`src/rtl/msx_snoop_capture_pkg.sv`:
```
// Shared types and constants for the MSX bus snooper.
// FSM states, event tags, VDP ports/selectors, SCC window decode.
package snoop_pkg;

  typedef enum logic [1:0] {
    ST_IDLE = 2'd0,
    ST_R99  = 2'd1,
    ST_R9B  = 2'd2
  } state_t;

  localparam logic [7:0] TAG_SCC_9000 = 8'h08;
  localparam logic [7:0] TAG_SCC_98   = 8'h09;
  localparam logic [7:0] TAG_SCC_B000 = 8'h0A;
  localparam logic [7:0] TAG_SCC_B8   = 8'h0B;
  localparam logic [7:0] TAG_SCC_BFFE = 8'h0C;
  localparam logic [7:0] TAG_IO_BASE  = 8'h20;
  localparam int         VSYNC_BIT    = 23;

  localparam logic [7:0] VDP_CTRL = 8'h99;
  localparam logic [7:0] VDP_IND  = 8'h9B;
  localparam logic [7:0] SEL_R15  = 8'h8F;
  localparam logic [7:0] SEL_R17  = 8'h91;

  // Returns {hit, event}.
  function automatic logic [24:0] scc_decode(
    input logic [15:0] ad,
    input logic [7:0]  dt
  );
    logic [24:0] r;
    r = '0;
    unique case (1'b1)
      (ad == 16'h9000):
        r = {1'b1, TAG_SCC_9000, 8'h00, dt};
      (ad[15:8] == 8'h98):
        r = {1'b1, TAG_SCC_98, ad[7:0], dt};
      (ad == 16'hB000):
        r = {1'b1, TAG_SCC_B000, 8'h00, dt};
      (ad[15:8] == 8'hB8):
        r = {1'b1, TAG_SCC_B8, ad[7:0], dt};
      (ad == 16'hBFFE):
        r = {1'b1, TAG_SCC_BFFE, 8'hFE, dt};
      default:
        r = '0;
    endcase
    return r;
  endfunction

endpackage

```
`src/rtl/msx_snoop_capture_if.sv`:
```
// Event stream from the snooper to the capture FIFO.
// master drives ev_valid/ev_data, slave drives ev_ready.
interface msx_snoop_capture_if;
  logic        ev_valid;
  logic [23:0] ev_data;
  logic        ev_ready;

  modport master (
    output ev_valid,
    output ev_data,
    input  ev_ready
  );

  modport slave (
    input  ev_valid,
    input  ev_data,
    output ev_ready
  );
endinterface

```
`src/rtl/msx_snoop_capture_strobe_sync.sv`:
```
// Synchroniser plus single-cycle edge detector for one MSX strobe.
// Ports: sysclk, sys_n_reset, din (async strobe), pulse (1 cycle).
module snoop_strobe_sync #(
  parameter int SYNC_STAGES = 2,
  parameter bit EDGE        = 1'b1  // 1: rising, 0: falling
) (
  input  logic sysclk,
  input  logic sys_n_reset,
  input  logic din,
  output logic pulse
);

  logic [SYNC_STAGES-1:0] sync_q;
  logic                   last_q;
  logic                   cur;

  assign cur = sync_q[SYNC_STAGES-1];

  always_ff @(posedge sysclk or negedge sys_n_reset) begin
    if (!sys_n_reset) begin
      sync_q <= '0;
      last_q <= 1'b0;
    end else begin
      sync_q <= {sync_q[SYNC_STAGES-2:0], din};
      last_q <= cur;
    end
  end

  assign pulse = EDGE ? (cur & ~last_q)
                      : (~cur & last_q);

endmodule

```
`src/rtl/msx_snoop_capture.sv`:
```
// MSX bus snooper: IO register pairs, VDP VSYNC, optional SCC (SNOOP_SCC_EN).
// Ports: sysclk, sys_n_reset, msx_* bus, ch_enable, ev (event stream), drop_count, frame_count.
module msx_snoop_capture
  import snoop_pkg::*;
#(
  parameter int                   SYNC_STAGES  = 2,
  parameter int                   NUM_IO_CH    = 3,
  parameter logic [NUM_IO_CH*8-1:0] IO_BASE    = {8'h7C, 8'hA0, 8'hC0},
  parameter logic [NUM_IO_CH*8-1:0] IO_REG_LIMIT = {8'hFF, 8'h0E, 8'hFF},
  parameter int                   DROP_W       = 16
) (
  input  logic                 sysclk,
  input  logic                 sys_n_reset,
  input  logic [7:0]           msx_dt,
  input  logic [15:0]          msx_ad,
  input  logic                 msx_n_sltsl,
  input  logic                 msx_n_iorq,
  input  logic                 msx_n_wr,
  input  logic                 msx_n_rd,
  input  logic [NUM_IO_CH-1:0] ch_enable,
  msx_snoop_capture_if.master  ev,
  output logic [DROP_W-1:0]    drop_count,
  output logic [22:0]          frame_count
);

  localparam int CH_W = (NUM_IO_CH > 1) ? $clog2(NUM_IO_CH) : 1;

  logic mem_wr, io_wr, io_rd;

  snoop_strobe_sync #(.SYNC_STAGES(SYNC_STAGES), .EDGE(1'b1)) u_io_wr (
    .sysclk, .sys_n_reset,
    .din(~msx_n_iorq & ~msx_n_wr), .pulse(io_wr)
  );

  // Reads fire on release so the VDP-driven byte is settled.
  snoop_strobe_sync #(.SYNC_STAGES(SYNC_STAGES), .EDGE(1'b0)) u_io_rd (
    .sysclk, .sys_n_reset,
    .din(~msx_n_iorq & ~msx_n_rd), .pulse(io_rd)
  );

`ifdef SNOOP_SCC_EN
  snoop_strobe_sync #(.SYNC_STAGES(SYNC_STAGES), .EDGE(1'b1)) u_mem_wr (
    .sysclk, .sys_n_reset,
    .din(~msx_n_sltsl & ~msx_n_wr), .pulse(mem_wr)
  );
`else
  logic unused_scc;
  assign mem_wr = 1'b0;
  assign unused_scc = &{1'b0, msx_n_sltsl, msx_ad[15:8]};
`endif

  state_t      state;
  logic [7:0]  io_addr [NUM_IO_CH];
  logic [7:0]  r15, r17, ctrl_lo, ctrl_hi, ind_data;
  logic        ctrl_idx;
  logic        ev_valid_q;
  logic [23:0] ev_data_q;

  logic [7:0]      port;
  logic [CH_W-1:0] sel;
  logic            a_hit, d_hit;
  logic            addr_wr, ctrl_wr, ind_wr, vsync_hit;
  logic            emit, busy_drop, full_drop;
  logic [23:0]     emit_data;

  assign port = msx_ad[7:0];

  // Channel 0 sits in the top byte of IO_BASE/IO_REG_LIMIT.
  // Descending scan lets the lowest channel win overlaps.
  always_comb begin
    sel   = '0;
    a_hit = 1'b0;
    d_hit = 1'b0;
    for (int i = NUM_IO_CH - 1; i >= 0; i--) begin
      if (port == IO_BASE[(NUM_IO_CH-1-i)*8 +: 8]) begin
        a_hit = 1'b1;
        d_hit = 1'b0;
        sel   = CH_W'(i);
      end else if (port ==
                   IO_BASE[(NUM_IO_CH-1-i)*8 +: 8] + 8'd1) begin
        a_hit = 1'b0;
        d_hit = 1'b1;
        sel   = CH_W'(i);
      end
    end
  end

  always_comb begin
    emit      = 1'b0;
    emit_data = '0;
    addr_wr   = 1'b0;
    ctrl_wr   = 1'b0;
    ind_wr    = 1'b0;
    vsync_hit = 1'b0;
    if (state == ST_IDLE) begin
`ifdef SNOOP_SCC_EN
      if (mem_wr) begin
        {emit, emit_data} = scc_decode(msx_ad, msx_dt);
      end else
`endif
      if (io_wr) begin
        addr_wr = a_hit;
        ctrl_wr = !a_hit && !d_hit && port == VDP_CTRL;
        ind_wr  = !a_hit && !d_hit && port == VDP_IND;
        if (d_hit && ch_enable[sel] &&
            io_addr[sel] <
            IO_REG_LIMIT[(NUM_IO_CH-1-int'(sel))*8 +: 8]) begin
          emit      = 1'b1;
          emit_data = {TAG_IO_BASE + 8'(sel),
                       io_addr[sel], msx_dt};
        end
      end else if (io_rd) begin
        vsync_hit = port == VDP_CTRL && r15 == 8'h00 &&
                    msx_dt[7];
        if (vsync_hit) begin
          emit                 = 1'b1;
          emit_data[VSYNC_BIT] = 1'b1;
          emit_data[22:0]      = frame_count;
        end
      end
    end
  end

  assign busy_drop = state != ST_IDLE &&
                     (mem_wr || io_wr || io_rd);
  assign full_drop = emit && ev_valid_q && !ev.ev_ready;

  always_ff @(posedge sysclk or negedge sys_n_reset) begin
    if (!sys_n_reset) begin
      state       <= ST_IDLE;
      for (int i = 0; i < NUM_IO_CH; i++) io_addr[i] <= '0;
      r15         <= '0;
      r17         <= '0;
      ctrl_lo     <= '0;
      ctrl_hi     <= '0;
      ctrl_idx    <= 1'b0;
      ind_data    <= '0;
      ev_valid_q  <= 1'b0;
      ev_data_q   <= '0;
      drop_count  <= '0;
      frame_count <= '0;
    end else begin
      unique case (state)
        ST_IDLE: begin
          if (addr_wr) io_addr[sel] <= msx_dt;
          if (ctrl_wr) begin
            ctrl_idx <= ~ctrl_idx;
            if (!ctrl_idx) begin
              ctrl_lo <= msx_dt;
            end else begin
              ctrl_hi <= msx_dt;
              state   <= ST_R99;
            end
          end
          if (ind_wr) begin
            ind_data <= msx_dt;
            state    <= ST_R9B;
          end
          if (vsync_hit) frame_count <= frame_count + 1'b1;
        end
        ST_R99: begin
          if (ctrl_hi == SEL_R15) r15 <= ctrl_lo;
          else if (ctrl_hi == SEL_R17) r17 <= ctrl_lo;
          state <= ST_IDLE;
        end
        ST_R9B: begin
          if (r17[5:0] == 6'd15) r15 <= ind_data;
          if (r17[7:6] == 2'd0) r17 <= r17 + 8'd1;
          state <= ST_IDLE;
        end
        default: state <= ST_IDLE;
      endcase

      if (emit && (!ev_valid_q || ev.ev_ready)) begin
        ev_valid_q <= 1'b1;
        ev_data_q  <= emit_data;
      end else if (ev_valid_q && ev.ev_ready) begin
        ev_valid_q <= 1'b0;
      end

      if ((busy_drop || full_drop) &&
          drop_count != {DROP_W{1'b1}})
        drop_count <= drop_count + 1'b1;
    end
  end

  assign ev.ev_valid = ev_valid_q;
  assign ev.ev_data  = ev_data_q;

endmodule

```
`src/flat_wrapper.sv`:
```
// flat-port wrapper written by rule: the top's interface ports become plain ports
module msx_snoop_capture_flat import snoop_pkg::*;
#(
  parameter int                   SYNC_STAGES  = 2,
  parameter int                   NUM_IO_CH    = 3,
  parameter logic [NUM_IO_CH*8-1:0] IO_BASE    = {8'h7C, 8'hA0, 8'hC0},
  parameter logic [NUM_IO_CH*8-1:0] IO_REG_LIMIT = {8'hFF, 8'h0E, 8'hFF},
  parameter int                   DROP_W       = 16
)
  (sysclk, sys_n_reset, msx_dt, msx_ad, msx_n_sltsl, msx_n_iorq, msx_n_wr, msx_n_rd, ch_enable, drop_count, frame_count, ev_ev_valid, ev_ev_data, ev_ev_ready);
  msx_snoop_capture_if ev_i ();
  input  logic sysclk;
  input  logic sys_n_reset;
  input  logic [7:0] msx_dt;
  input  logic [15:0] msx_ad;
  input  logic msx_n_sltsl;
  input  logic msx_n_iorq;
  input  logic msx_n_wr;
  input  logic msx_n_rd;
  input  logic [NUM_IO_CH-1:0] ch_enable;
  output logic [DROP_W-1:0] drop_count;
  output logic [22:0] frame_count;
  output wire logic [$bits(ev_i.ev_valid)-1:0] ev_ev_valid;
  output wire logic [$bits(ev_i.ev_data)-1:0] ev_ev_data;
  input wire logic [$bits(ev_i.ev_ready)-1:0] ev_ev_ready;
  assign ev_ev_valid = ev_i.ev_valid;
  assign ev_ev_data = ev_i.ev_data;
  assign ev_i.ev_ready = ev_ev_ready;
  msx_snoop_capture #(.SYNC_STAGES(SYNC_STAGES), .NUM_IO_CH(NUM_IO_CH), .IO_BASE(IO_BASE), .IO_REG_LIMIT(IO_REG_LIMIT), .DROP_W(DROP_W)) u_core (.sysclk(sysclk), .sys_n_reset(sys_n_reset), .msx_dt(msx_dt), .msx_ad(msx_ad), .msx_n_sltsl(msx_n_sltsl), .msx_n_iorq(msx_n_iorq), .msx_n_wr(msx_n_wr), .msx_n_rd(msx_n_rd), .ch_enable(ch_enable), .ev(ev_i), .drop_count(drop_count), .frame_count(frame_count));
endmodule
```
`config.mk`:
```
export PLATFORM = sky130hd
export DESIGN_NAME = msx_snoop_capture_flat
export DESIGN_NICKNAME = d
export VERILOG_FILES = /design/src/rtl/msx_snoop_capture_pkg.sv /design/src/rtl/msx_snoop_capture_if.sv /design/src/rtl/msx_snoop_capture_strobe_sync.sv /design/src/rtl/msx_snoop_capture.sv /design/src/flat_wrapper.sv
export SDC_FILE = /design/constraint.sdc
export NUM_CORES = 1
export LEC_CHECK = 0
export CAP_MARGIN = 20
export CORE_MARGIN = 4
export CORE_UTILIZATION = 30
export CTS_BUF_LIST = sky130_fd_sc_hd__clkbuf_4 sky130_fd_sc_hd__clkbuf_8
export DETAILED_ROUTE_END_ITERATION = 7
export GPL_TIMING_DRIVEN = 1
export PLACE_DENSITY_LB_ADDON = 0.05
export SETUP_SLACK_MARGIN = 0.2
export SLEW_MARGIN = 15
export SYNTH_ARGS = -nofsm -noshare
export SYNTH_HDL_FRONTEND = slang
export SYNTH_SLANG_ARGS = --single-unit
```
`constraint.sdc`:
```
create_clock -name sysclk -period 8.37 [get_ports sysclk]
set_clock_uncertainty 0.05 [all_clocks]
set_input_delay 1.674 -clock sysclk [delete_from_list [all_inputs] [get_ports sysclk]]
set_output_delay 1.674 -clock sysclk [all_outputs]
set_load 0.005 [all_outputs]
```
* Word-level counts from Yosys, hierarchy flattened
Cells that the tools add are included.
Word-level totals: register bits after elaboration 137, input port bits 34
Operators by class: eq/ne operators 21, $add $sub $neg 5, bitwise logic cells 11, muxes and demuxes 57, shift operators 1, reduce and logical (&&, ||, !) cells 36, order comparisons 4
Operator list (count):
- 24-bit two-way mux | 5
- 8-bit equality test (second input constant) | 8
- 8-bit two-way mux | 8
- 8-bit case mux with 2 select lines | 2
- 24-bit by 32-bit indexed part select with 8-bit output (first input constant) | 1
- 1-bit two-way mux | 28
- 24-bit bitwise mux | 1
- 23-bit by 1-bit adder with 23-bit output (second input constant) | 1
- 2-bit two-way mux | 10
- 16-bit by 1-bit adder with 16-bit output (second input constant) | 1
- 8-bit binary-select mux with 2-bit select | 1
- 8-bit demux with 2-bit select | 1
- 8-bit by 7-bit equality test with 1-bit output (second input constant) | 2
- 16-bit != test (second input constant) | 1
- 1-bit logical AND | 14
- 2-bit AND reduction | 5
- 3-bit AND reduction | 3
- 8-bit by 1-bit adder with 8-bit output (second input constant) | 1
- 8-bit zero test | 1
- 8-bit < comparator | 1
- 2-bit by 1-bit != test with 1-bit output (second input constant) | 4
- 6-bit by 2-bit adder with 7-bit output (first input constant) | 1
- 6-bit by 4-bit equality test with 1-bit output (second input constant) | 1
- 3-bit by 1-bit != test with 1-bit output (second input constant) | 2
- 16 further kinds | 32

* Longest topological paths before layout
word-level depth 20, mapped depth 16, depth with buffers taken out 13

* Cells and area by module
Synthesis repeated with hierarchy kept, for this count alone.
Second synthesis, totals: cell total of the unflattened synthesis 600, area total of the unflattened synthesis 6515.0 um2
Modules (own cells, without submodules):
- msx_snoop_capture | cells an instance 592, instances 1, area an instance 6337.3 um2, seq. area each 3278.1 um2
- snoop_strobe_sync | cells an instance 4, instances 2, area an instance 88.8 um2, seq. area each 75.1 um2

* Least setup slack after synthesis
Ideal clock, no wire load.
path kind input port to flip-flop, from in msx_ad[1], to reg u_core.drop_count[1], data arrival time 4.778 ns, library setup time 0.125 ns, slack 3.417 ns, stages 15, buffers on the path 3, cell sequence or3_1 buf_2 or2_2 clkbuf_1 o22a_1 o21ai_0 inv_1 ha_1 a21o_1 a211oi_1 o2111ai_1 nor4_4 nor2_2 buf_6 mux2_4
On the way: cells in the longest elaborated chain, start to end 20, elaborated cells on any way between the ends 41
RTL lines:
- start, declared | RTL line flat_wrapper.sv:15 | input logic [15:0] msx_ad;
- parallel branches: the longest is 14 deep, another holds 8-bit < comparator
- 1-bit two-way mux (*) | RTL line msx_snoop_capture.sv:101 | if (io_wr) begin
- 1-bit two-way mux (*) | RTL line msx_snoop_capture.sv:95 | if (state == ST_IDLE) begin
- 1-bit logical AND (*) (2 in series) | RTL line msx_snoop_capture.sv:126 | assign full_drop = emit && ev_valid_q && !ev.ev_ready;
- 1-bit logical OR (*) | RTL line msx_snoop_capture.sv:181 | if ((busy_drop || full_drop) &&
- 1-bit logical AND (*) | RTL line msx_snoop_capture.sv:181
- end signal, assigned | RTL line msx_snoop_capture.sv:183 | drop_count <= drop_count + 1'b1;
- end, declared | RTL line msx_snoop_capture.sv:22 | output logic [DROP_W-1:0] drop_count,
Mark *: on every way between the ends. The select of a mux whose other input is x is not followed. A chain may end at the register's enable or synchronous reset.

* Final worst setup path
from in msx_ad[1], to reg u_core.ev_data_q[23] (netlist: u_core.ev.ev_data[23])
On the way: cells in the longest elaborated chain, start to end 17, elaborated cells on any way between the ends 42
RTL lines:
- parallel branches: the longest is 17 deep, another holds 8-bit < comparator
- end signal, assigned | RTL line msx_snoop_capture.sv:176 | ev_data_q <= emit_data;
- end, declared | RTL line msx_snoop_capture.sv:57 | logic [23:0] ev_data_q;
Several ways; the timed one is not identified. The select of a mux whose other input is x is not followed.

==> qor.yml <==
outcome: "finished, final reports clean"
vias: 4722
clk_pin_slew_ns: 0.08
synth_area_um2: 6510
antenna_found_initial: 0
drv_slew: 0
drt-wirelength-per-cell_um: 18.5
post_cts_buffers: 0
netlist.area_leader.share_pct: 52.7
cts_tree: "done"
cp_data_arrival_time_ns: 6.04
endpoint_kind: "flip-flop"
power_mw: 1.52
ir_drop_v: 0.0000810
fp.dieArea_um2: 24100
globalRouteTotalUtil_pct: 15.5
io_pins: 98
h-tree-depth: 4
root_buffer: "clkbuf_8"
grt_busiest_layer: "met2"
utilization_pct: 38.6
synth.avg_cell_area_um2: 11.2
relSlewSlack_pct: 42.2
core_area_um2: 21200
ys_seq_elements: 137
std_cell_rows: 53
first_pass_iters: 7
clock-sinks: 137
drv_cap: 0
fin_nets: 722
layout_min_cycle_time_ns: 5.74
grt_util_met3_pct: 4.06
use_met2_pct: 25.4
synth_most_common_cell: "dfrtp_1"
critPathLaunchType: "input pin"
path_class: "input pin to flip-flop"
synth_top_cell_by_area: "dfrtp_1"
grt_pass1_vias: 4974
die_y_um: 155
leakage_nw: 3.73
finalWirelength_um: 17800
gp_congestion: 0.779
start_util_pct: 30.8
fin_crit_sh_pct: 68.6
clock_latency_ns: 0.45
vias_per_cell: 4.91
seq_area_frac_synth_pct: 52.7
ant_nets: 0
port_buffers: 88
worst_pin_slew_ns: 0.868
synthTopCellsByCount: "137 x dfrtp_1, 78 x nand2_1, 43 x mux2_2"
setup_violations: 0
syn_to_final_growth_pct: 25.5
num_antenna_cells: 0
grt_use_met1_pct: 20.1
fillers: 2048
fin_tns_setup_ns: 0
path_max_fanout: 14
hpwl_um: 12600
overflow: 0
hold_viol_final: 0
clockBufferDepth: 2
synth-async-reset-ratio_pct: 100
die_x_um: 155
grt_pass1_wl_um: 28700
drive_gt1_share_pct: 15.0
rsz0062_at_grt: "false"
p_per_area_nw_per_um2: 186
grt_max_degree: 81
hold_ws_ns: 0.314
ctsHoldBuffers: 0
cts_buffers: 17
synth_warnings: 0
cts_resized: 0
crit_required_ns: 8.67
synth_area_leaders: "dfrtp_1 53%, mux2_2 7.4%, nand2_1 4.5%"
synth_cell_type_count: 65
drc: 0
hp-class: "flip-flop to flip-flop"
synth_edf_count: 0
netlist_instances: 582
max_freq_ghz: 0.174
synth_ff_type: "dfrtp_1"
drtIter0Drc: 285
-- sequential cells by signal, indices dropped and copies added (netlist names), 8 cells and up --
register,cells
u_core.ev.ev_data,24
u_core.io_addr,24
u_core.ctrl_lo,8
u_core.drop_count,16
u_core.r17,8
u_core.ctrl_hi,8
u_core.frame_count,23
u_core.ind_data,8
u_core.r15,8
-- cells in the final DEF (no fill, tap or decap), types with 3 or more instances in the layout --
master and instances:
bufinv_16 7, nor2_1 26, dfrtp_1 137, nor3_1 5, o22a_1 13, and2_1 4
o21ai_0 24, mux2_1 7, clkbuf_8 17, o21ai_1 3, buf_4 3, inv_6 4
a21oi_1 14, o211ai_2 9, clkdlybuf4s50_1 87, nand2b_1 5, xnor2_1 22, mux2i_1 7
nand3_1 17, a21o_1 3, a31oi_1 5, nand2_1 78, nor3_2 4, xor2_1 15
mux2_2 43, nand4b_1 3, and3_1 9, inv_1 17, a22oi_1 8, nand4_1 13
conb_1 3, ha_1 13, nor4_1 6, nor2b_1 9, nand3b_1 3
-- worst max-delay path, cell delays in order --
cell	delay, ns
clkdlybuf4s50_1	0.47
or3_1	0.50
a21oi_1	0.62
o21ai_0	0.33
inv_1	0.12
ha_1	0.24
a21o_1	0.16
a211oi_1	0.43
o211ai_1	0.21
nor4_2	0.39
nand2_1	0.57
a21o_1	0.33
-- final timing paths --
path,from,to,slack [ns],cells after the start
max in group asynchronous,sys_n_reset,u_core.io_addr[17],5.76,2
setup / recovery,msx_ad[1],u_core.ev.ev_data[23],2.63,12
hold reg to reg,u_core.u_io_wr.sync_q[0],u_core.u_io_wr.sync_q[1],0.31,0
min in group asynchronous,sys_n_reset,u_core.drop_count[11],1.21,1
hold / removal,u_core.u_io_wr.sync_q[0],u_core.u_io_wr.sync_q[1],0.31,0
setup reg to reg,u_core.io_addr[14],u_core.ev.ev_data[23],4.95,10
-- power breakdown --
group | leakage, nW | switching, mW | internal, mW | total, mW
sequential | 1.87 | 0.0263 | 0.689 | 0.715
combinational | 1.61 | 0.0585 | 0.0537 | 0.112
clock | 0.247 | 0.277 | 0.417 | 0.694
total | 3.73 | 0.362 | 1.16 | 1.52
-- through the flow --
stage | worst slack [ns] | cell area, µm² | cells
after global routing | 2.19 | 8170 | 962
after CTS | 2.56 | 8170 | 962
after global placement | 2.17 | 7670 | 931
final | 2.63 | 8170 | 962
after floorplan | 3.42 | 6520 | 584
after detailed placement | 2.07 | 7670 | 931
-- layer usage --
metal | vias up | share of wire, %
met5 | - | 0
met4 | 0 | 1.4
met3 | 16 | 4.0
met2 | 72 | 49
met1 | 2373 | 45
li1 | 2261 | -
-- cell families after synthesis --
| logic type | after synthesis | share of synthesized area [%] |
|---|---|---|
| buffers and inverters | 36 | 2.42 |
| adder cells (fa/ha/maj) | 13 | 2.50 |
| other | 1 | 0.0576 |
| multiplexers | 58 | 9.96 |
| AO/OA/AOI/OAI | 98 | 10.9 |
| AND/OR/NAND/NOR | 202 | 16.5 |
| flip-flops | 137 | 52.7 |
| XOR/XNOR | 37 | 4.98 |
-- final cells by class --
cell class                 instances  area (µm²)  share of cell area [%]
inverter                          17        63.8                   0.781
clock buffer                      17         234                    2.86
clock inverter                    14         267                    3.26
timing repair buffer              91         905                    11.1
sequential                       137        3430                    41.9
tap                              275         344                    4.21
multi-input combinational        411        2930                    35.9
No activity file was read; power rests on OpenSTA's default activity.
